File: config.mk
export PLATFORM = sky130hd
export DESIGN_NAME = scmp_mem_arbiter
export DESIGN_NICKNAME = d
export VERILOG_FILES = /design/src/rtl/scmp_mem_pkg.sv /design/src/rtl/scmp_strobe_edge.sv /design/src/rtl/scmp_mem_arbiter.sv
export SDC_FILE = /design/constraint.sdc
export NUM_CORES = 1
export LEC_CHECK = 0
export ABC_CLOCK_PERIOD_IN_PS = 2800
export BUFFER_PORTS_ARGS = -buffer_cell sky130_fd_sc_hd__clkbuf_2
export CAP_MARGIN = 0
export CORE_MARGIN = 2
export CORE_UTILIZATION = 50
export DETAILED_ROUTE_END_ITERATION = 10
export HOLD_SLACK_MARGIN = 0.06
export PLACE_DENSITY_LB_ADDON = 0.3
export SETUP_SLACK_MARGIN = 0.05
export SLEW_MARGIN = 20
export SYNTH_ARGS = -nofsm -noshare
export SYNTH_HDL_FRONTEND = slang
export SYNTH_HIERARCHICAL = 1
export SYNTH_SLANG_ARGS = --single-unit
File: constraint.sdc
create_clock -name i_clk -period 2.8 [get_ports i_clk]
set_clock_uncertainty 0.2 [all_clocks]
set_input_delay 0.28 -clock i_clk [delete_from_list [all_inputs] [get_ports i_clk]]
set_output_delay 0.28 -clock i_clk [all_outputs]
set_load 0.01 [all_outputs]
File: src/rtl/scmp_mem_pkg.sv
// ----------------------------------------------------------------------------
// scmp_mem_pkg
// Shared types and constants for the SC/MP on-chip RAM arbiter.
//   arb_state_t : arbiter FSM states (IDLE, CPU_RD, DBG_RD)
//   MEM_SIZE    : depth of the on-chip RAM in bytes
// ----------------------------------------------------------------------------
package scmp_mem_pkg;

   typedef enum logic [1:0] {
      IDLE   = 2'd0,
      CPU_RD = 2'd1,
      DBG_RD = 2'd2
   } arb_state_t;

   localparam int MEM_SIZE = 128;

endpackage

File: src/rtl/scmp_strobe_edge.sv
// ----------------------------------------------------------------------------
// scmp_strobe_edge
// Falling-edge detector for one active-low SC/MP bus strobe.
// Ports:
//   i_clk     : CPU clock
//   i_rst     : asynchronous active-high reset
//   i_strobeN : live active-low strobe from the CPU
//   o_fall    : high in the cycle the strobe is first seen low
// ----------------------------------------------------------------------------
module scmp_strobe_edge
   import scmp_mem_pkg::*;
(
   input  logic i_clk,
   input  logic i_rst,
   input  logic i_strobeN,
   output logic o_fall
);

   logic r_strobeQ;

   // Previous-cycle copy of the strobe. It resets to the inactive level so a
   // strobe that is already low when reset is released counts as a new edge.
   always_ff @(posedge i_clk or posedge i_rst) begin
      if (i_rst) begin
         r_strobeQ <= 1'b1;
      end else begin
         r_strobeQ <= i_strobeN;
      end
   end

   assign o_fall = ~i_strobeN & r_strobeQ;

endmodule

File: src/rtl/scmp_mem_arbiter.sv
// ----------------------------------------------------------------------------
// scmp_mem_arbiter
// Shares one synchronous single-port RAM between the SC/MP CPU bus and a
// debug/loader port. The CPU always wins; the debug port is served only in
// idle bus slots through a level req / one-cycle ack handshake.
// Ports:
//   i_clk, i_rst                 : clock, asynchronous active-high reset
//   i_cpuAddr, i_cpuDO           : CPU address (low ADDR_W bits used), write data
//   i_cpuRdN/i_cpuWrN/i_cpuAdsN  : CPU strobes, active low
//   o_cpuDI                      : read data returned to the CPU
//   i_dbgReq/i_dbgWe/i_dbgAddr/i_dbgWdata : debug request side
//   o_dbgAck, o_dbgRdata         : debug completion pulse and read data
//   o_dbgStarved                 : sticky flag, debug request waited too long
//   o_ramEn/o_ramWe/o_ramAddr/o_ramWdata/i_ramRdata : RAM port (1-cycle read)
// ----------------------------------------------------------------------------
module scmp_mem_arbiter
   import scmp_mem_pkg::*;
#(
   parameter int ADDR_W      = 7,
   parameter int DATA_W      = 8,
   parameter int STALL_LIMIT = 255
) (
   input  logic              i_clk,
   input  logic              i_rst,
   input  logic [11:0]       i_cpuAddr,
   input  logic [DATA_W-1:0] i_cpuDO,
   input  logic              i_cpuRdN,
   input  logic              i_cpuWrN,
   input  logic              i_cpuAdsN,
   output logic [DATA_W-1:0] o_cpuDI,
   input  logic              i_dbgReq,
   input  logic              i_dbgWe,
   input  logic [ADDR_W-1:0] i_dbgAddr,
   input  logic [DATA_W-1:0] i_dbgWdata,
   output logic              o_dbgAck,
   output logic [DATA_W-1:0] o_dbgRdata,
   output logic              o_dbgStarved,
   output logic              o_ramEn,
   output logic              o_ramWe,
   output logic [ADDR_W-1:0] o_ramAddr,
   output logic [DATA_W-1:0] o_ramWdata,
   input  logic [DATA_W-1:0] i_ramRdata
);

   localparam int CNT_W = $clog2(STALL_LIMIT + 1);
   localparam logic [CNT_W-1:0] CNT_MAX = CNT_W'(STALL_LIMIT);

   arb_state_t        r_state;
   logic              r_pendRd, r_pendWr;
   logic [ADDR_W-1:0] r_cpuAddrL;
   logic [DATA_W-1:0] r_cpuDataL;
   logic [DATA_W-1:0] r_holdQ;
   logic [CNT_W-1:0]  r_stallCnt;

   logic              w_rdFall, w_wrFall;
   logic              w_run, w_idle, w_rdReq, w_wrReq;
   logic              w_cpuWr, w_cpuRd, w_dbgGrant;
   logic [ADDR_W-1:0] w_liveAddr;
   logic              w_unusedAddr;

   scmp_strobe_edge u_rdEdge (
      .i_clk     (i_clk),
      .i_rst     (i_rst),
      .i_strobeN (i_cpuRdN),
      .o_fall    (w_rdFall)
   );

   scmp_strobe_edge u_wrEdge (
      .i_clk     (i_clk),
      .i_rst     (i_rst),
      .i_strobeN (i_cpuWrN),
      .o_fall    (w_wrFall)
   );

   assign w_liveAddr   = i_cpuAddr[ADDR_W-1:0];
   assign w_unusedAddr = ^i_cpuAddr[11:ADDR_W];

   // Issue decision. Gating with reset keeps a strobe that is low during
   // reset (edge detector reads it as an edge) from reaching the RAM, and
   // kills an in-flight write the moment reset rises.
   assign w_run      = ~i_rst;
   assign w_idle     = (r_state == IDLE);
   assign w_wrReq    = r_pendWr | w_wrFall;
   assign w_rdReq    = r_pendRd | w_rdFall;
   assign w_cpuWr    = w_run & w_idle & w_wrReq;
   assign w_cpuRd    = w_run & w_idle & ~w_wrReq & w_rdReq;
   assign w_dbgGrant = w_run & w_idle & ~w_wrReq & ~w_rdReq & i_cpuRdN & i_cpuWrN
                       & i_cpuAdsN & i_dbgReq & ~o_dbgAck;

   // RAM port mux. A pending request uses the address/data latched at its
   // edge; a fresh one uses the live bus.
   always_comb begin
      o_ramEn    = w_cpuWr | w_cpuRd | w_dbgGrant;
      o_ramWe    = w_cpuWr | (w_dbgGrant & i_dbgWe);
      o_ramAddr  = '0;
      o_ramWdata = '0;
      if (w_cpuWr) begin
         o_ramAddr  = r_pendWr ? r_cpuAddrL : w_liveAddr;
         o_ramWdata = r_pendWr ? r_cpuDataL : i_cpuDO;
      end else if (w_cpuRd) begin
         o_ramAddr  = r_pendRd ? r_cpuAddrL : w_liveAddr;
      end else if (w_dbgGrant) begin
         o_ramAddr  = i_dbgAddr;
         o_ramWdata = i_dbgWdata;
      end
   end

   // CPU read data: straight from the RAM in the read cycle, then the held
   // copy for as long as the CPU keeps its read strobe low, else idle bus.
   always_comb begin
      if (r_state == CPU_RD) begin
         o_cpuDI = i_ramRdata;
      end else if (!i_cpuRdN) begin
         o_cpuDI = r_holdQ;
      end else begin
         o_cpuDI = '1;
      end
   end

   // Edge latch and pending flags. An edge that cannot be issued this cycle
   // (arbiter busy, or a higher-priority CPU request issuing) stays pending.
   always_ff @(posedge i_clk or posedge i_rst) begin
      if (i_rst) begin
         r_cpuAddrL <= '0;
         r_cpuDataL <= '0;
         r_pendRd   <= 1'b0;
         r_pendWr   <= 1'b0;
      end else begin
         if (w_rdFall || w_wrFall) begin
            r_cpuAddrL <= w_liveAddr;
            r_cpuDataL <= i_cpuDO;
         end
         r_pendWr <= w_wrReq & ~w_cpuWr;
         r_pendRd <= w_rdReq & ~w_cpuRd;
      end
   end

   // Arbiter FSM with its registered outputs. Read states last one cycle,
   // which is exactly where the 1-cycle-latency RAM data appears.
   always_ff @(posedge i_clk or posedge i_rst) begin
      if (i_rst) begin
         r_state    <= IDLE;
         r_holdQ    <= '1;
         o_dbgRdata <= '0;
         o_dbgAck   <= 1'b0;
      end else begin
         o_dbgAck <= (r_state == DBG_RD) | (w_dbgGrant & i_dbgWe);
         case (r_state)
            IDLE: begin
               if (w_cpuRd) begin
                  r_state <= CPU_RD;
               end else if (w_dbgGrant && !i_dbgWe) begin
                  r_state <= DBG_RD;
               end
            end
            CPU_RD: begin
               r_holdQ <= i_ramRdata;
               r_state <= IDLE;
            end
            DBG_RD: begin
               o_dbgRdata <= i_ramRdata;
               r_state    <= IDLE;
            end
            default: r_state <= IDLE;
         endcase
      end
   end

   // Starvation counter: runs while a debug request waits, saturates at the
   // limit so the flag stays up until the request is finally acknowledged.
   always_ff @(posedge i_clk or posedge i_rst) begin
      if (i_rst) begin
         r_stallCnt <= '0;
      end else if (o_dbgAck) begin
         r_stallCnt <= '0;
      end else if (i_dbgReq && !w_dbgGrant && r_stallCnt != CNT_MAX) begin
         r_stallCnt <= r_stallCnt + 1'b1;
      end
   end

   assign o_dbgStarved = (r_stallCnt == CNT_MAX);

endmodule

Yosys cells after proc, flatten, opt, wreduce, memory -nomap -nowiden
Cells that the tools add are included.
Word-level totals
  register bits: 46
  bits in latches: 0
  RAM bits: 0
  bits in read-only memories: 0
  input port bits: 50
  output and inout port bits: 35
  logic and storage cells: 70
  memories: 0
Operators by class
  $add $sub $neg: 1
  multipliers: 0
  divide/modulo/power cells: 0
  magnitude comparators: 0
  eq/ne operators: 5
  shift-type cells: 0
  mux-type cells: 16
  bitwise operators: 29
  reductions and logical operators: 8
Operators with widths (count)
  $mux W8: 8
  $mux W7: 5
  $and A1 B1 Y1: 15
  $add A8 B1 Y8 const B: 1
  $eq A8 B8 Y1 const B: 1
  $ne A8 B8 Y1 const B: 1
  $not A1 Y1: 8
  $mux W2: 3
  $or A1 B1 Y1: 6
  $logic_and A1 B1 Y1: 3
  $ne A3 B1 Y1 const B: 1
  $eq A2 B1 Y1 const B: 1
  $eq A2 B2 Y1 const B: 1
  $logic_not A1 Y1: 2
  $logic_not A2 Y1: 1
  $reduce_bool A2 Y1: 1
  $logic_or A1 B1 Y1: 1

Depth between registers and ports, before layout
Gate-level depths: netlist (run 1).
  depth after elaboration: 16
  depth in mapped cells: 7
  mapped depth without buffers: 5

Modules after synthesis
The synthesis (run 1) kept the hierarchy.
Modules (own cells, without submodules)
  scmp_mem_arbiter: times used 1, cells an instance 208, area each 2376.0 µm²
  scmp_strobe_edge: times used 2, cells an instance 3, area each 43.8 µm²

Worst setup path after synthesis (run 1)
No wires, ideal clock.
  path kind: reg-to-output
  start: register r_state[1]
  end: output port o_ramAddr[3]
  data arrival time: 1576 ps
  data required time: 2320 ps
  setup slack: 744 ps
  cell stages (with the launch flop): 6
  buffers on the path: 1
  cells stage by stage: dfrtp_1 > or3_1 > nor2_1 > buf_2 > a221oi_1 > a21oi_1
On the way
  longest elaborated chain between the ends: 12
  elaborated cells on any way between the ends: 14
  those cells by class: mux: 3; bitwise: 10; reduce/logical: 1
RTL lines
  start: declaration: line scmp_mem_arbiter.sv:48  | arb_state_t r_state;
  start signal: assignment: line scmp_mem_arbiter.sv:142  | r_state <= IDLE;
  start signal: assignment: line scmp_mem_arbiter.sv:151  | r_state <= CPU_RD;
  start signal: assignment: line scmp_mem_arbiter.sv:153  | r_state <= DBG_RD;
  $logic_not A2 Y1 *: line scmp_mem_arbiter.sv:82  | assign w_idle = (r_state == IDLE);
  $and A1 B1 Y1 *: line scmp_mem_arbiter.sv:85, scmp_mem_arbiter.sv:86, scmp_mem_arbiter.sv:87
  $and A1 B1 Y1: line scmp_mem_arbiter.sv:86, scmp_mem_arbiter.sv:87
  $and A1 B1 Y1 (3 in series): line scmp_mem_arbiter.sv:87  | assign w_dbgGrant = w_run & w_idle & ~w_wrReq & ~w_rdReq & i_cpuRdN & i_cpuWrN
  $and A1 B1 Y1 (3 in series): line scmp_mem_arbiter.sv:88  | & i_cpuAdsN & i_dbgReq & ~o_dbgAck;
  $mux W7: line scmp_mem_arbiter.sv:102  | end else if (w_dbgGrant) begin
  $mux W7: line scmp_mem_arbiter.sv:100  | end else if (w_cpuRd) begin
  $mux W7 *: line scmp_mem_arbiter.sv:97  | if (w_cpuWr) begin
  end: declaration: line scmp_mem_arbiter.sv:40  | output logic [ADDR_W-1:0] o_ramAddr,
Every way passes the cells marked *; elsewhere a longest branch is shown, timed or not.

Worst setup path after layout (run 1)
  start: input port i_cpuWrN
  end: output port o_ramEn
On the way
  longest elaborated chain between the ends: 12
  elaborated cells on any way between the ends: 15
  those cells by class: bitwise: 15
RTL lines
  start: declaration: line scmp_mem_arbiter.sv:28  | input logic i_cpuWrN,
  $not A1 Y1 *: line scmp_strobe_edge.sv:31  | assign o_fall = ~i_strobeN & r_strobeQ;
  $and A1 B1 Y1 *: line scmp_strobe_edge.sv:31
  via w_wrFall: line scmp_mem_arbiter.sv:55  | logic w_rdFall, w_wrFall;
  $or A1 B1 Y1 *: line scmp_mem_arbiter.sv:83  | assign w_wrReq = r_pendWr | w_wrFall;
  $not A1 Y1: line scmp_mem_arbiter.sv:86, scmp_mem_arbiter.sv:87
  $and A1 B1 Y1: line scmp_mem_arbiter.sv:86, scmp_mem_arbiter.sv:87
  $and A1 B1 Y1 (3 in series): line scmp_mem_arbiter.sv:87
  $and A1 B1 Y1 (3 in series): line scmp_mem_arbiter.sv:88
  $or A1 B1 Y1 *: line scmp_mem_arbiter.sv:93  | o_ramEn = w_cpuWr | w_cpuRd | w_dbgGrant;
  end: declaration: line scmp_mem_arbiter.sv:38  | output logic o_ramEn,
The timed path passes the listed nets; every way through them passes the cells marked *.

==> results of run 1 <==
power by group through the flow:
stage          Sequential (mW)  Combinational, mW  Clock (mW)
3_3_place_gp             0.915              0.498           0
4_1_cts                  0.912              0.551       0.519
6_report                 0.913              0.553       0.509
2_1_floorplan            0.898              0.364           0
5_1_grt                  0.933              0.610       0.550
3_5_place_dp             0.925              0.515           0
final timing paths:
kind,endpoint,startpoint
worst max-delay path,o_ramEn,i_cpuWrN
worst min register to register,o_dbgRdata[1]$_DFFE_PP0P_,o_dbgRdata[1]$_DFFE_PP0P_
min in group asynchronous,u_rdEdge/r_strobeQ$_DFF_PP1_,i_rst
max in group asynchronous,r_cpuAddrL[6]$_DFFE_PP0P_,i_rst
worst min-delay path,r_cpuAddrL[4]$_DFFE_PP0P_,i_cpuAddr[4]
worst max register to register,r_stallCnt[4]$_DFFE_PP0P_,r_stallCnt[0]$_DFFE_PP0P_
per-layer routing:
layer / wire, microns / part of all wire (%)
met3: 327 / 5.6
met2: 2860 / 49
met1: 2570 / 44
met5: 0 / 0
met4: 60 / 1.0
logic make-up (layout without fill, tap and decap cells):
family / count (synthesis) / count (layout) / synth area share (%)
buf+inv: 15 / 124 / 3.76
fa+ha+maj: 1 / 1 / 0.508
flops: 46 / 46 / 47.2
mux: 55 / 55 / 24.4
simple gates: 59 / 60 / 14.8
compound gates: 38 / 38 / 9.29
sequential cells by signal (all words and copies together), names as in the netlist:
signal / flops
r_holdQ: 8
o_dbgAck: 1
r_pendWr: 1
o_dbgRdata: 8
r_cpuDataL: 8
u_rdEdge/r_strobeQ: 1
u_wrEdge/r_strobeQ: 1
r_state: 2
r_cpuAddrL: 7
r_pendRd: 1
r_stallCnt: 8
synthesized netlist by cell type:
cell	n	area (sq um)
dfstp_2	10	263
buf_4	1	7.51
ha_1	1	12.5
or4_1	4	30.0
o21ai_1	1	5.00
nor4_4	1	21.3
nor2b_4	2	27.5
o21ai_0	11	55.1
nand4_1	2	12.5
nand2b_1	10	62.6
nand2_1	12	45.0
nor2_1	7	26.3
or3_1	3	18.8
a221oi_1	7	61.3
inv_1	3	11.3
nor2_2	1	6.26
buf_2	2	10.0
mux2i_1	15	150
clkbuf_1	4	15.0
buf_6	4	45.0
o31ai_1	4	30.0
and3_1	2	12.5
o21a_1	1	7.51
nand3_1	7	35.0
nor4b_2	1	15.0
dfrtp_1	36	901
nor2b_1	3	18.8
buf_1	1	3.75
nor4_1	2	12.5
and4_4	1	11.3
a21oi_1	14	70.1
mux2_2	40	450
nor3_2	1	10.0
worst max-delay path, cell delays in order:
cell and delay, ns:
dlygate4sd3_1 0.54, clkbuf_2 0.14, nor2b_4 0.19, nor2_2 0.10, and4_2 0.35, or3_1 0.39
clkbuf_2 0.13
metrics by stage:
| stage | util [%] | hold slack (ns) |
|---|---|---|
| detailed placement | 61.5 | 0.149 |
| global route | 70.1 | 0.0671 |
| CTS | 69.7 | 0.0636 |
| finish | 70.1 | 0.0692 |
| global placement | 61.5 | 0.141 |
| floorplan | - | -0.0303 |
repair_timing:
action,CTS,global route
hold endpoints to repair,36,0
setup buffers,0,1
endpoints found under the setup margin,0,7
hold buffers,27,0
layout make-up:
| class | instances | area share (%) |
|---|---|---|
| tap | 67 | 2.53 |
| inverter | 3 | 0.340 |
| multi-input combinational | 154 | 36.8 |
| clock inverter | 1 | 0.907 |
| timing repair buffer | 113 | 21.7 |
| clock buffer | 7 | 2.61 |
| sequential | 46 | 35.1 |
==> metrics, run 1 <==
CP Data Arrival Time 2.13 ns; NumNets Final 374; cts bufs inserted 5; Final Non-Filler Cells 391; Final Slew Violations 0; crit start category primary input; full die area 5500 sq um; Post-Syn Nets 265; routing usage on met3 5.15%; leakage 1.51 nW; Setup crit end kind output port; maximum VDD drop 0.255 mV; Clock Tree Buf Depth 2; Post-Route Setup TNS 0 ns; Mean Syn Cell Area 11.5 sq um; Detail Placement HPWL 3680 microns; global-route wire length before repair 9200 microns; Clock Power Share 25.8%; drt via density 5.37; DIE HEIGHT 74.2 microns; DP Worst Slack 0.476 ns; Netlist cell types 33; synthesized flop and latch total 46; internal power 1.41 mW; vias in the first global route 2040; FMAX 383 MHz; Worst Tran Pin Value 0.912 ns; unrepaired setup endpoints after global routing no; Root Buffer clkbuf_8; Multi-input gate area 1220 sq um; antenna violations before repair 0; pwr dens 597 nW/um^2; die width 74.2 microns; antenna-violating nets left 0; fin crit share 93.2%; Vias 2099; total chip power 1.98 mW; Sw Share 28.5%; GR Overflow Total 0; row count 25; most frequent cells in the layout 79 x clkbuf_2, 40 x mux2_2, 36 x dfrtp_1; core area 4720 sq um; sequential fraction of the synthesis area 47.2%; Placed Cells 354; met1 usage 26.9%; share of layout cells above drive strength 1 46.9%; sequential cell area 1160 sq um; Final Hold Viols 0; CP required 2.32 ns; GR peak layer met2; Cells on Worst Hold Path 2; Reg power frac 46.2%; slew margin rel. 39.1%; Switching Power 0.563 mW; starting density of the core 52.2%; Ant. Diodes 0; GP Congestion 0.831; Cell Area, Synth 2460 sq um; Worst Hold Class in -> reg; router iterations before antenna repair 4; largest net degree at the start of global routing 45; routed len/inst 14.9 microns; PortBufs 79; yosys warns 6; Top-Level Pins 85; Max-Cap Viols 0; final WL 5820 microns; crit path kind in -> out; fin crit period 2.61 ns; status finished, final reports clean; initial DRC count 89; CTS resizes 0; area delta synth->final 34.4%; met2 Use GR 38.3%; combinational cell fraction of total power 28.0%; # clock sinks 46; CTS tree yes; DP Area 2910 sq um; design area 3310 sq um; Clock Pin Slew Worst Setup and Hold Paths 0.08 ns; DR DRC count 0; Post-Synthesis Cells 214; Finish-stage setup viols 0; critical path peak fanout 14; Final WS setup 0.192 ns; most common cell after layout, fill and taps aside clkbuf_2; Worst-Skew Late Latency 0.30 ns; GRT Total Usage 22.0%; Clock H-tree levels 2; R2R Setup Slk 0.52 ns; layout filler cell count 350; Worst Reg2Reg Path Length in Cells 6
Power figures use the tool's default switching activity.
==> run 2, diff against run 1 <==
GPL_TIMING_DRIVEN = 0   (was not set)
==> run 2 against run 1 <==
Effect of this change:
- maximum frequency down 2.3%
- combinational power increased by 4.2%
- sequential share of layout area decreased by 0.69 points
- via count up 1.5%
- sequential cell count is the same
- design area grew 2.0%
- core utilization is 1.4 points higher
- critical path type unchanged
- critical endpoint is now o_ramAddr[5]
==> metrics, run 2 (synthesis results as in run 1) <==
status finished, final reports clean (unchanged); DP Worst Slack 0.394 ns (was 0.476 ns); Multi-input gate area 1220 sq um (about the same); Vias 2130 (was 2099); Final Slew Violations 0 (unchanged); full die area 5500 sq um (unchanged); initial DRC count 103 (was 89); most common cell after layout, fill and taps aside clkbuf_2 (unchanged); most frequent cells in the layout 79 x clkbuf_2, 40 x mux2_2, 36 x dfrtp_1 (unchanged); R2R Setup Slk 0.60 ns (was 0.52 ns); drt via density 5.33 (was 5.37); Root Buffer clkbuf_8 (unchanged); vias in the first global route 2159 (was 2040); row count 25 (unchanged); antenna violations before repair 0 (unchanged); Detail Placement HPWL 4100 microns (was 3680 microns); crit start category primary input (unchanged); Worst-Skew Late Latency 0.30 ns (about the same); slew margin rel. 51.2% (was 39.1%); CP required 2.32 ns (about the same); antenna-violating nets left 0 (unchanged); DIE HEIGHT 74.2 microns (unchanged); sequential cell area 1160 sq um (unchanged); global-route wire length before repair 9870 microns (was 9200 microns); Post-Route Setup TNS 0 ns (unchanged); Crit. Startpoint i_cpuWrN (unchanged); Final Hold Viols 0 (unchanged); unrepaired setup endpoints after global routing no (unchanged); starting density of the core 52.2% (unchanged); FMAX 374 MHz (was 383 MHz); Max-Cap Viols 0 (unchanged); fin crit period 2.67 ns (was 2.61 ns); Final WS setup 0.129 ns (was 0.192 ns); leakage 1.54 nW (was 1.51 nW); PortBufs 79 (unchanged); Worst Reg2Reg Path Length in Cells 6 (unchanged); Hold WS 0.0996 ns (was 0.0692 ns); Clock H-tree levels 2 (unchanged); CTS tree yes (unchanged); die width 74.2 microns (unchanged); # clock sinks 46 (unchanged); routed len/inst 14.4 microns (was 14.9 microns); DR DRC count 0 (unchanged); cts bufs inserted 5 (unchanged); area delta synth->final 37.1% (was 34.4%); Clock Pin Slew Worst Setup and Hold Paths 0.09 ns (was 0.08 ns); Top-Level Pins 85 (unchanged); pwr dens 564 nW/um^2 (was 597 nW/um^2); Worst Tran Pin Value 0.732 ns (was 0.912 ns); NumNets Final 383 (was 374); Setup crit end kind output port (unchanged); final WL 5760 microns (was 5820 microns); maximum VDD drop 0.355 mV (was 0.255 mV); Clock Tree Buf Depth 2 (unchanged); Worst Hold Class in -> reg (unchanged); share of layout cells above drive strength 1 47.4% (was 46.9%); largest net degree at the start of global routing 26 (was 45); r2r endpoint r_stallCnt[7]$_DFFE_PP0P_ (was r_stallCnt[4]$_DFFE_PP0P_); router iterations before antenna repair 4 (unchanged); GP Congestion 0.832 (was 0.831); Cells on Worst Hold Path 3 (was 2); core area 4720 sq um (unchanged); GRT Total Usage 23.3% (was 22.0%); CP Data Arrival Time 2.19 ns (was 2.13 ns); layout filler cell count 344 (was 350); RR Startpoint r_stallCnt[0]$_DFFE_PP0P_ (unchanged); critical path peak fanout 10 (was 14); Finish-stage setup viols 0 (unchanged); Setup crit end o_ramAddr[5] (was o_ramEn); GR Overflow Total 0 (unchanged); fin crit share 95.4% (was 93.2%); crit path kind in -> out (unchanged); Ant. Diodes 0 (unchanged)
[run 2: cell count changes in the layout (fill, tap and decap cells not counted), sizes merged]
cell | before | now
and4 | 2 | 1
inv | 3 | 4
bufinv | 1 | 0
buf | 7 | 13
clkinvlp | 0 | 1
clkbuf | 86 | 88
clkinv | 0 | 1
[run 2: critical path, cell delays in order]
cell,delay [ns]
dlygate4sd3_1,0.53
clkbuf_2,0.15
nor2b_4,0.17
nor2_4,0.08
and4_4,0.17
buf_6,0.14
buf_6,0.14
a221oi_1,0.31
a21oi_1,0.08
clkbuf_2,0.14
[run 2: timing repair]
item | 4_1_cts | 5_1_grt
hold endpoints to repair | 56 | 0
hold buffers | 27 | 0
pin swaps | 0 | 1
resized for setup | 1 | 2
setup endpoints to repair | 2 | 16
cloned | 0 | 0
setup buffers | 0 | 4
[run 2: final cells by class]
class	instances	area share (%)
multi-input cells	153	36.1
flip-flops and latches	46	34.5
repair buffers	111	21.4
well taps	67	2.48
plain buffers	12	2.41
clock buffers	5	2.04
clock inverters	3	0.741
inverters	3	0.333
[run 2: worst min-delay path by stage]
| stage | startpoint | slack (ns) | end |
|---|---|---|---|
| 2_1_floorplan | i_rst | -0.03 | u_rdEdge/r_strobeQ$_DFF_PP1_ |
| 3_3_place_gp | i_rst | 0.13 | u_rdEdge/r_strobeQ$_DFF_PP1_ |
| 3_5_place_dp | i_rst | 0.14 | u_wrEdge/r_strobeQ$_DFF_PP1_ |
| 4_1_cts | i_rst | 0.09 | r_pendWr$_DFF_PP0_ |
| 5_1_grt | i_rst | 0.14 | r_pendWr$_DFF_PP0_ |
| 6_report | i_rst | 0.1 | r_pendWr$_DFF_PP0_ |
[run 2: stage by stage]
stage / utilization [%] / area, sq um / std cells / power [mW]
after floorplan: - / 2460 / 214 / 1.26
after global placement: 62.3 / 2940 / 360 / 1.42
after detailed placement: 62.9 / 2970 / 361 / 1.45
after CTS: 70.6 / 3340 / 396 / 1.91
after global routing: 71.5 / 3380 / 400 / 2.02
final: 71.5 / 3380 / 400 / 1.91
[run 2: where the power goes]
part           internal (mW)  switching, mW
sequential             0.823         0.0798
combinational          0.310          0.266
clock                  0.180          0.246
[run 2: per-layer routing]
metal | vias to the layer above | GRT usage, % | wire length, microns
li1 | 1016 | - | -
met1 | 1037 | 29.3 | 2510
met2 | 73 | 40.4 | 2870
met3 | 4 | 5.56 | 340
met4 | 0 | 6.26 | 26
met5 | - | 0 | 0
==> run 3, diff against run 2 <==
PLACE_DENSITY = 0.8   (was not set)
PLACE_DENSITY_LB_ADDON = not set   (was 0.3)
==> run 3 against run 2 <==
Effect of this change:
- maximum frequency is 1.3% higher
- critical path depth decreased by 4
- sequential power barely moved
- sequential cell count unchanged
- first-iteration DRC count decreased by 24%
- die area unchanged
- clock power fell by 3%
- final cell count shrank 1.0%
- routed wire length increased by 1.1%
- combinational power is essentially flat
- count of clock-buffer cells in the layout up 2
- non-clock buffer count down 4
- critical endpoint unchanged
- largest cell class unchanged
==> metrics, run 3 (synthesis results as in run 1) <==
status finished, final reports clean (unchanged); cts bufs inserted 5 (unchanged); area delta synth->final 35.2% (was 37.1%); # clock sinks 46 (unchanged); Max-Cap Viols 0 (unchanged); NumNets Final 379 (was 383); DIE HEIGHT 74.2 microns (unchanged); Setup crit end o_ramAddr[5] (unchanged); crit start category flip-flop (was primary input); slew margin rel. 52.0% (was 51.2%); FMAX 379 MHz (was 374 MHz); max incr delay on CP 0.46 ns (was 0.53 ns); full die area 5500 sq um (unchanged); antenna-violating nets left 0 (unchanged); row count 25 (unchanged); Ant. Diodes 0 (unchanged); die width 74.2 microns (unchanged); final WL 5820 microns (was 5760 microns); Root Buffer clkbuf_8 (unchanged); CTS tree yes (unchanged); leakage 1.52 nW (was 1.54 nW); delay-heaviest family, CP simple AND/OR/NAND/NOR gates (was buffers and inverters); Final Hold Viols 0 (unchanged); fin crit share 94.2% (was 95.4%); Buf/Inv on CP 2 (was 5); critical path peak fanout 10 (unchanged); PortBufs 79 (unchanged); Top-Level Pins 85 (unchanged); r2r endpoint r_stallCnt[7]$_DFFE_PP0P_ (unchanged); crit path cell chain or3_1 > nor2_2 > buf_2 > a221oi_1 > a21oi_1 > clkbuf_2 (was dlygate4sd3_1 > clkbuf_2 > nor2b_4 > nor2_4 > and4_4 > buf_6 > buf_6 > a221oi_1 > a21oi_1 > clkbuf_2); RR Startpoint r_stallCnt[0]$_DFFE_PP0P_ (unchanged); Crit-path slowest cell or3_1 (was dlygate4sd3_1); most common cell after layout, fill and taps aside clkbuf_2 (unchanged); vias in the first global route 2066 (was 2159); Worst Hold Class in -> reg (unchanged); Worst Reg2Reg Path Length in Cells 6 (unchanged); Setup crit end kind output port (unchanged); unrepaired setup endpoints after global routing no (unchanged); initial DRC count 78 (was 103); CP Data Arrival Time 2.16 ns (was 2.19 ns); Post-Route Setup TNS 0 ns (unchanged); largest net degree at the start of global routing 26 (unchanged); CP required 2.32 ns (about the same); DR DRC count 0 (unchanged); drt via density 5.31 (was 5.33); Finish-stage setup viols 0 (unchanged); Clock Pin Slew Worst Setup and Hold Paths 0.08 ns (was 0.09 ns); global-route wire length before repair 9350 microns (was 9870 microns); fin crit period 2.64 ns (was 2.67 ns); GP Congestion 0.820 (was 0.832); Stages on worst setup path 6 (was 10); router iterations before antenna repair 4 (unchanged); maximum VDD drop 0.374 mV (was 0.355 mV); Final Slew Violations 0 (unchanged); Clock Tree Buf Depth 2 (unchanged); R2R Setup Slk 0.56 ns (was 0.60 ns); antenna violations before repair 0 (unchanged); GR Overflow Total 0 (unchanged); crit path kind reg -> out (was in -> out); Vias 2104 (was 2130); Crit. Startpoint r_state[1]$_DFFE_PP0P_ (was i_cpuWrN); most frequent cells in the layout 79 x clkbuf_2, 40 x mux2_2, 36 x dfrtp_1 (unchanged); core area 4720 sq um (unchanged); starting density of the core 52.2% (unchanged); Worst Tran Pin Value 0.720 ns (was 0.732 ns); share of layout cells above drive strength 1 46.8% (was 47.4%); Clock H-tree levels 2 (unchanged); Detail Placement HPWL 3990 microns (was 4100 microns); pwr dens 567 nW/um^2 (was 564 nW/um^2); GRT Total Usage 22.2% (was 23.3%); Worst-Skew Late Latency 0.29 ns (was 0.30 ns); routed len/inst 14.7 microns (was 14.4 microns); Hold WS 0.0651 ns (was 0.0996 ns)
## run 3: cell count changes in the layout (fill, tap and decap cells not counted), sizes merged
cell         change
buf              -3
dlygate4sd3      -1
clkbuf           +2
clkinvlp         -1
inv              -1
## run 3: worst min path at each step
| stage | slack, ns | cells after the start | start | to |
|---|---|---|---|---|
| floorplan | -0.03 | 1 | i_rst | u_rdEdge/r_strobeQ$_DFF_PP1_ |
| global placement | 0.13 | 2 | i_rst | u_rdEdge/r_strobeQ$_DFF_PP1_ |
| detailed placement | 0.14 | 2 | i_rst | u_wrEdge/r_strobeQ$_DFF_PP1_ |
| CTS | 0.06 | 2 | i_cpuAddr[4] | r_cpuAddrL[4]$_DFFE_PP0P_ |
| global route | 0.07 | 2 | i_cpuAddr[4] | r_cpuAddrL[4]$_DFFE_PP0P_ |
| finish | 0.07 | 2 | i_cpuAddr[4] | r_cpuAddrL[4]$_DFFE_PP0P_ |
## run 3: stage by stage
stage / std cells / power (mW) / util (%) / setup WS, ns / cell area, sq um
global route: 396 / 2.00 / 70.5 / 0.0609 / 3330
floorplan: 214 / 1.26 / - / 0.744 / 2460
CTS: 395 / 1.89 / 70.3 / 0.0552 / 3320
detailed placement: 361 / 1.45 / 62.9 / 0.387 / 2970
finish: 396 / 1.89 / 70.5 / 0.163 / 3330
global placement: 360 / 1.42 / 62.3 / 0.416 / 2940
## run 3: timing repair
action,4_1_cts,5_1_grt
gates resized for setup,0,1
setup endpoints to repair,0,7
buffers inserted,0,1
hold buffers,26,0
endpoints found under the hold margin,49,0
## run 3: layout make-up
cell class                      count  area, sq um
Fill cell                         353         1390
Multi-Input combinational cell    153         1210
Sequential cell                    46         1160
Timing Repair Buffer              107          691
Clock buffer                        7         86.3
Tap cell                           67         83.8
Buffer                             12         81.3
Inverter                            3         11.3
Clock inverter                      1         5.00
## run 3: metal layers
layer	part of all wire [%]	global-route usage [%]	vias up
met2	50	37.3	66
met3	5.1	5.01	10
met5	0	0	-
met4	1.6	7.07	0
met1	43	28.7	1017
li1	-	-	1011
## run 3: power by group
part | switching [mW] | internal (mW)
logic | 0.271 | 0.304
registers | 0.0794 | 0.824
clock network | 0.214 | 0.199
## run 3: worst register-to-register path, delay by kind of cell, from the launching register on
kind,cells,cell delay [ns]
DFF,1,0.43
adders and majority gates,1,0.27
muxes,1,0.37
and+or+nand+nor,2,0.48
buffers and inverters,1,0.23
AOI/OAI and AO/OA,1,0.14
